<file path="src/rtl/uart_tx_if.sv">
// uart_tx_if: word handshake between a producer and the UART transmitter.
// The producer offers a word with valid_i/data_i; the transmitter answers
// with ready_o while its holding register is empty.
interface uart_tx_if #(
    parameter int DataWidth = 8
);
    logic                 valid_i;
    logic [DataWidth-1:0] data_i;
    logic                 ready_o;

    // Producer side: drives the word, watches ready.
    modport master (
        output valid_i,
        output data_i,
        input  ready_o
    );

    // Transmitter side: samples the word, drives ready.
    modport slave (
        input  valid_i,
        input  data_i,
        output ready_o
    );
endinterface

</file>
<file path="src/rtl/uart_tx.sv">
// uart_tx: tick-paced UART transmitter with a one-word holding register.
// Frame on txd_o: start bit (0), DataWidth data bits LSB first, optional
// parity bit, then StopBits stop bits (1). A word that is pending when the
// last stop bit ends starts the next frame immediately, with no idle bit.
module uart_tx #(
    parameter int DataWidth = 8,
    parameter int ParityEn  = 0,
    parameter int ParityOdd = 0,
    parameter int StopBits  = 1
) (
    input  logic     clk_i,
    input  logic     rst_ni,
    input  logic     tick_i,
    uart_tx_if.slave bus,
    output logic     txd_o,
    output logic     busy_o,
    output logic     done_o
);
    localparam int CntWidth = (DataWidth > 1) ? $clog2(DataWidth) : 1;
    localparam logic [CntWidth-1:0] LastBit = CntWidth'(DataWidth - 1);
    // Stop counter is one bit wide: it only ever has to reach StopBits-1 (0 or 1).
    localparam logic LastStop = (StopBits > 1);
    localparam logic OddSel   = (ParityOdd != 0);

    typedef enum logic [2:0] {
        Idle,
        StartBit,
        DataBits,
        ParityBit,
        StopBit
    } state_e;

    state_e                state;
    logic [DataWidth-1:0]  hold;
    logic [DataWidth-1:0]  shift;
    logic                  full;
    logic                  parity;
    logic                  stop_cnt;
    logic [CntWidth-1:0]   bit_cnt;
    logic                  accept;
    logic                  hold_parity;

    // ready is the registered inverse of the full flag, so valid never
    // reaches ready combinationally.
    assign accept      = bus.valid_i && !full;
    assign hold_parity = (^hold) ^ OddSel;
    assign bus.ready_o = !full;
    assign busy_o      = (state != Idle) || full;

    // Holding register, shifter and frame state machine with registered line outputs.
    always_ff @(posedge clk_i or negedge rst_ni) begin
        if (!rst_ni) begin
            // NOTE: the datapath registers are reset too, so shift, parity and the
            // counters start from zero and no stale word can leak into a frame.
            state    <= Idle;
            hold     <= '0;
            full     <= 1'b0;
            shift    <= '0;
            parity   <= 1'b0;
            bit_cnt  <= '0;
            stop_cnt <= 1'b0;
            txd_o    <= 1'b1;
            done_o   <= 1'b0;
        end else begin
            done_o <= 1'b0;

            // NOTE: accept needs full=0 and every load needs full=1, so the two
            // non-blocking writes to full below can never collide on one edge.
            if (accept) begin
                hold <= bus.data_i;
                full <= 1'b1;
            end

            if (tick_i) begin
                case (state)
                    Idle: begin
                        if (full) begin
                            shift  <= hold;
                            parity <= hold_parity;
                            full   <= 1'b0;
                            txd_o  <= 1'b0;
                            state  <= StartBit;
                        end else begin
                            txd_o <= 1'b1;
                        end
                    end
                    StartBit: begin
                        txd_o   <= shift[0];
                        shift   <= shift >> 1;
                        bit_cnt <= '0;
                        state   <= DataBits;
                    end
                    DataBits: begin
                        if (bit_cnt < LastBit) begin
                            txd_o   <= shift[0];
                            shift   <= shift >> 1;
                            bit_cnt <= bit_cnt + CntWidth'(1);
                        end else if (ParityEn != 0) begin
                            txd_o <= parity;
                            state <= ParityBit;
                        end else begin
                            txd_o    <= 1'b1;
                            stop_cnt <= 1'b0;
                            state    <= StopBit;
                        end
                    end
                    ParityBit: begin
                        txd_o    <= 1'b1;
                        stop_cnt <= 1'b0;
                        state    <= StopBit;
                    end
                    StopBit: begin
                        if (stop_cnt < LastStop) begin
                            stop_cnt <= 1'b1;
                            txd_o    <= 1'b1;
                        end else begin
                            done_o <= 1'b1;
                            if (full) begin
                                // Back-to-back: the pending word's start bit follows at once.
                                shift  <= hold;
                                parity <= hold_parity;
                                full   <= 1'b0;
                                txd_o  <= 1'b0;
                                state  <= StartBit;
                            end else begin
                                txd_o <= 1'b1;
                                state <= Idle;
                            end
                        end
                    end
                    default: begin
                        txd_o <= 1'b1;
                        state <= Idle;
                    end
                endcase
            end
        end
    end
endmodule
</file>
<file path="src/flat_wrapper.sv">
// flat-port wrapper written by rule: the top's interface ports become plain ports
module uart_tx_flat 
#(
    parameter int DataWidth = 8,
    parameter int ParityEn  = 0,
    parameter int ParityOdd = 0,
    parameter int StopBits  = 1
)
  (clk_i, rst_ni, tick_i, txd_o, busy_o, done_o, bus_valid_i, bus_data_i, bus_ready_o);
  uart_tx_if #(.DataWidth(DataWidth)) bus_i ();
  input  logic clk_i;
  input  logic rst_ni;
  input  logic tick_i;
  output logic txd_o;
  output logic busy_o;
  output logic done_o;
  input wire logic [$bits(bus_i.valid_i)-1:0] bus_valid_i;
  input wire logic [$bits(bus_i.data_i)-1:0] bus_data_i;
  output wire logic [$bits(bus_i.ready_o)-1:0] bus_ready_o;
  assign bus_i.valid_i = bus_valid_i;
  assign bus_i.data_i = bus_data_i;
  assign bus_ready_o = bus_i.ready_o;
  uart_tx #(.DataWidth(DataWidth), .ParityEn(ParityEn), .ParityOdd(ParityOdd), .StopBits(StopBits)) u_core (.clk_i(clk_i), .rst_ni(rst_ni), .tick_i(tick_i), .bus(bus_i), .txd_o(txd_o), .busy_o(busy_o), .done_o(done_o));
endmodule
</file>
<file path="config.mk">
export PLATFORM = sky130hd
export DESIGN_NAME = uart_tx_flat
export DESIGN_NICKNAME = d
export VERILOG_FILES = /design/src/rtl/uart_tx_if.sv /design/src/rtl/uart_tx.sv /design/src/flat_wrapper.sv
export SDC_FILE = /design/constraint.sdc
export NUM_CORES = 1
export LEC_CHECK = 0
export BUFFER_PORTS_ARGS = -buffer_cell sky130_fd_sc_hd__clkbuf_2
export CAP_MARGIN = 20
export CORE_ASPECT_RATIO = 1.4
export CORE_MARGIN = 8
export CORE_UTILIZATION = 30
export CTS_BUF_LIST = sky130_fd_sc_hd__clkbuf_4
export CTS_CLUSTER_DIAMETER = 200
export DETAILED_ROUTE_END_ITERATION = 10
export GPL_TIMING_DRIVEN = 0
export RECOVER_POWER = 25
export SLEW_MARGIN = 20
export SYNTH_ARGS = -nofsm -noshare
export SYNTH_HDL_FRONTEND = slang
export SYNTH_SLANG_ARGS = --single-unit
export TNS_END_PERCENT = 100
</file>
<file path="constraint.sdc">
create_clock -name clk_i -period 2 [get_ports clk_i]
set_clock_uncertainty 0.05 [all_clocks]
set_input_delay 0.4 -clock clk_i [delete_from_list [all_inputs] [get_ports clk_i]]
set_output_delay 0.4 -clock clk_i [all_outputs]
set_load 0.01 [all_outputs]
</file>
==> flow_metrics.tcl <==
set metrics [dict create \
    root_buffer "clkbuf_4" \
    period_share_pct 93.71 \
    dp_slack_ps 35.60 \
    dpl.hpwl_um 1710 \
    post_cts_buffers 0 \
    htreeDepth 1 \
    crit_required_ps 2160 \
    synthCells 104 \
    drv_slew 0 \
    numCtsBuffers 3 \
    place_congestion 0.8236 \
    hold_viol 0 \
    crit_path_end_kind "flop" \
    syn_nets 117 \
    worstPathArrival_ps 2040 \
    setup_ws_ps 125.9 \
    final_layout_size_suffix_gt1_share_pct 38.21 \
    grt_pass1_wl_um 4091 \
    drv_cap 0 \
    rows 27 \
    start_util_pct 31.15 \
    rsz0062_at_grt "false" \
    worstMarginPinSlew_ps 1334 \
    cts.sink_count 25 \
    dpl.cell_count 162 \
    finalPower_mw 2.068 \
    dieArea_um2 6439 \
    critPathMaxFanout 7 \
    diodes 0 \
    clk_pin_slew_ps 130 \
    yosys_warnings 0 \
    status "completed" \
    fin_util_pct 35.14 \
    setup_violations 0 \
    syn_area_per_cell_um2 11.84 \
    ctsHoldBuffers 0 \
    grt_pass1_vias 959 \
    io_buffers 15 \
    post_cts_resized 0 \
    drt_iter0_drc 14 \
    area_delta_synth_final_pct 12.80 \
    p_per_area_nw_per_um2 1489 \
    async_flop_share_pct 100.0 \
    antenna_left 0 \
    synthFlopType "dfrtp_1" \
    synth_seq_cells 25 \
    cellLeakagePower_nw 0.6239 \
    wl_um 2238 \
    crit_type "reg2reg" \
    via_per_inst 4.982 \
    fp.dieW_um 70.14 \
    antenna_found_initial 0 \
    start_kind "flop" \
    ys_seq_area_share_pct 50.91 \
    yosys.area.top_type_share_pct 48.78 \
    relSlewSlack_pct 11.06 \
    clk_latency_ps 310 \
    dr.pass1.iters 4 \
    yosysTopAreaCell "dfrtp_1" \
    final_cell_count_no_fill 166 \
    fmax_mhz 533.6 \
    ir_drop_mv 0.7699 \
    via_count 827 \
    design.core.area_um2 3953 \
    cts_tree "built" \
    die_h_um 91.80 \
    routedWlPerCell_um 13.48 \
    syn-cell-area_um2 1231 \
    grt.overflow.total 0 \
    cts_buffer_depth 2 \
    synth.area.top_cells "dfrtp_1 49%, mux2_2 19%, nand3_1 4.5%, o21ai_0 2.8%, clkbuf_8 2.2%" \
    io_pins 16 \
    fin_nets 137 \
    hold_path_class "in2reg" \
    layout_min_cycle_time_ps 1874 \
    grt_max_degree 26 \
    synth_edf_count 0 \
    grt.total_usage_pct 7.421 \
    timing.setup.tns_ps 0 \
    drcViolationCount 0 \
    synth_cell_types 30 \
]
[power by group]
part           leakage (nW)  internal, mW  switching, mW  total [mW]
logic                 0.300         0.514          0.426       0.941
clock network        0.0184        0.0914          0.143       0.234
registers             0.305         0.742          0.151       0.893
[worst paths after layout]
| path | slack, ps | start | endpoint | cells after the start |
|---|---|---|---|---|
| min in group asynchronous | 300 | rst_ni | u_core.hold[1] | 1 |
| max reg2reg | 130 | u_core.state[2] | u_core.shift[2] | 4 |
| min reg2reg | 460 | u_core.txd_o | u_core.txd_o | 2 |
| max | 130 | u_core.state[2] | u_core.shift[2] | 4 |
| max in group asynchronous | 820 | rst_ni | u_core.bit_cnt[0] | 1 |
| min | 250 | bus_valid_i | u_core.full | 2 |
[cell families (layout without fill, tap and decap cells)]
kind of cell / count (synthesis) / after routing / synth area share (%)
xor+xnor: 1 / 1 / 0.7115
compound gates: 18 / 18 / 10.87
buf+inv: 11 / 30 / 5.590
fa+ha+maj: 1 / 1 / 1.016
mux: 22 / 22 / 20.33
simple gates: 26 / 26 / 10.57
flops: 25 / 25 / 50.92
[area by class of cell]
| class | instances | area (µm²) |
|---|---|---|
| clock buffers | 4 | 30.03 |
| inverters | 6 | 22.52 |
| well taps | 43 | 53.80 |
| multi-input cells | 68 | 535.5 |
| fillers | 404 | 2564 |
| repair buffers | 15 | 73.82 |
| flip-flops and latches | 25 | 626.9 |
| plain buffers | 5 | 46.29 |
[metrics by stage]
step,cell area [µm²],hold slack [ps]
final,1389,245.2
after global routing,1389,244.6
after CTS,1390,39.80
after detailed placement,1360,397.9
after global placement,1360,389.1
after floorplan,1231,54.41
[cell usage in the layout (no fill, tap or decap), drive strengths merged, types with 2 or more instances in the layout]
cell type and count:
dfrtp 24, clkbuf 23, mux2 21, nand3 11
o21ai 7, nand2 6, inv 6, nor2 4
nor2b 2, a31oi 2
[state kept, by name, summed over array words and instances (netlist names)]
signal          count
u_core.full         1
u_core.txd_o        1
u_core.done_o       1
u_core.bit_cnt      3
u_core.shift        8
u_core.hold         8
u_core.state        3
[critical path: stages, from the launching register on]
cell	delay [ps]
dfrtp_1	450
nor2b_1	360
nand3_1	230
o32ai_4	300
mux2_2	390
[routing by layer]
metal | GRT usage, % | share of wire (%)
met3 | 1.294 | 2.3
met5 | 0 | 0
met1 | 7.837 | 40
met2 | 14.13 | 57
met4 | 2.689 | 0.63
[cells in the mapped netlist, types with 2 or more instances]
| library cell | number |
|---|---|
| nor2_1 | 3 |
| o21ai_0 | 7 |
| nand3_1 | 11 |
| nor2b_1 | 2 |
| mux2_2 | 21 |
| clkbuf_8 | 2 |
| dfrtp_1 | 24 |
| nand2_1 | 6 |
| a31oi_1 | 2 |
| inv_1 | 5 |
| clkbuf_1 | 2 |
(Power assumes the default switching activity.)
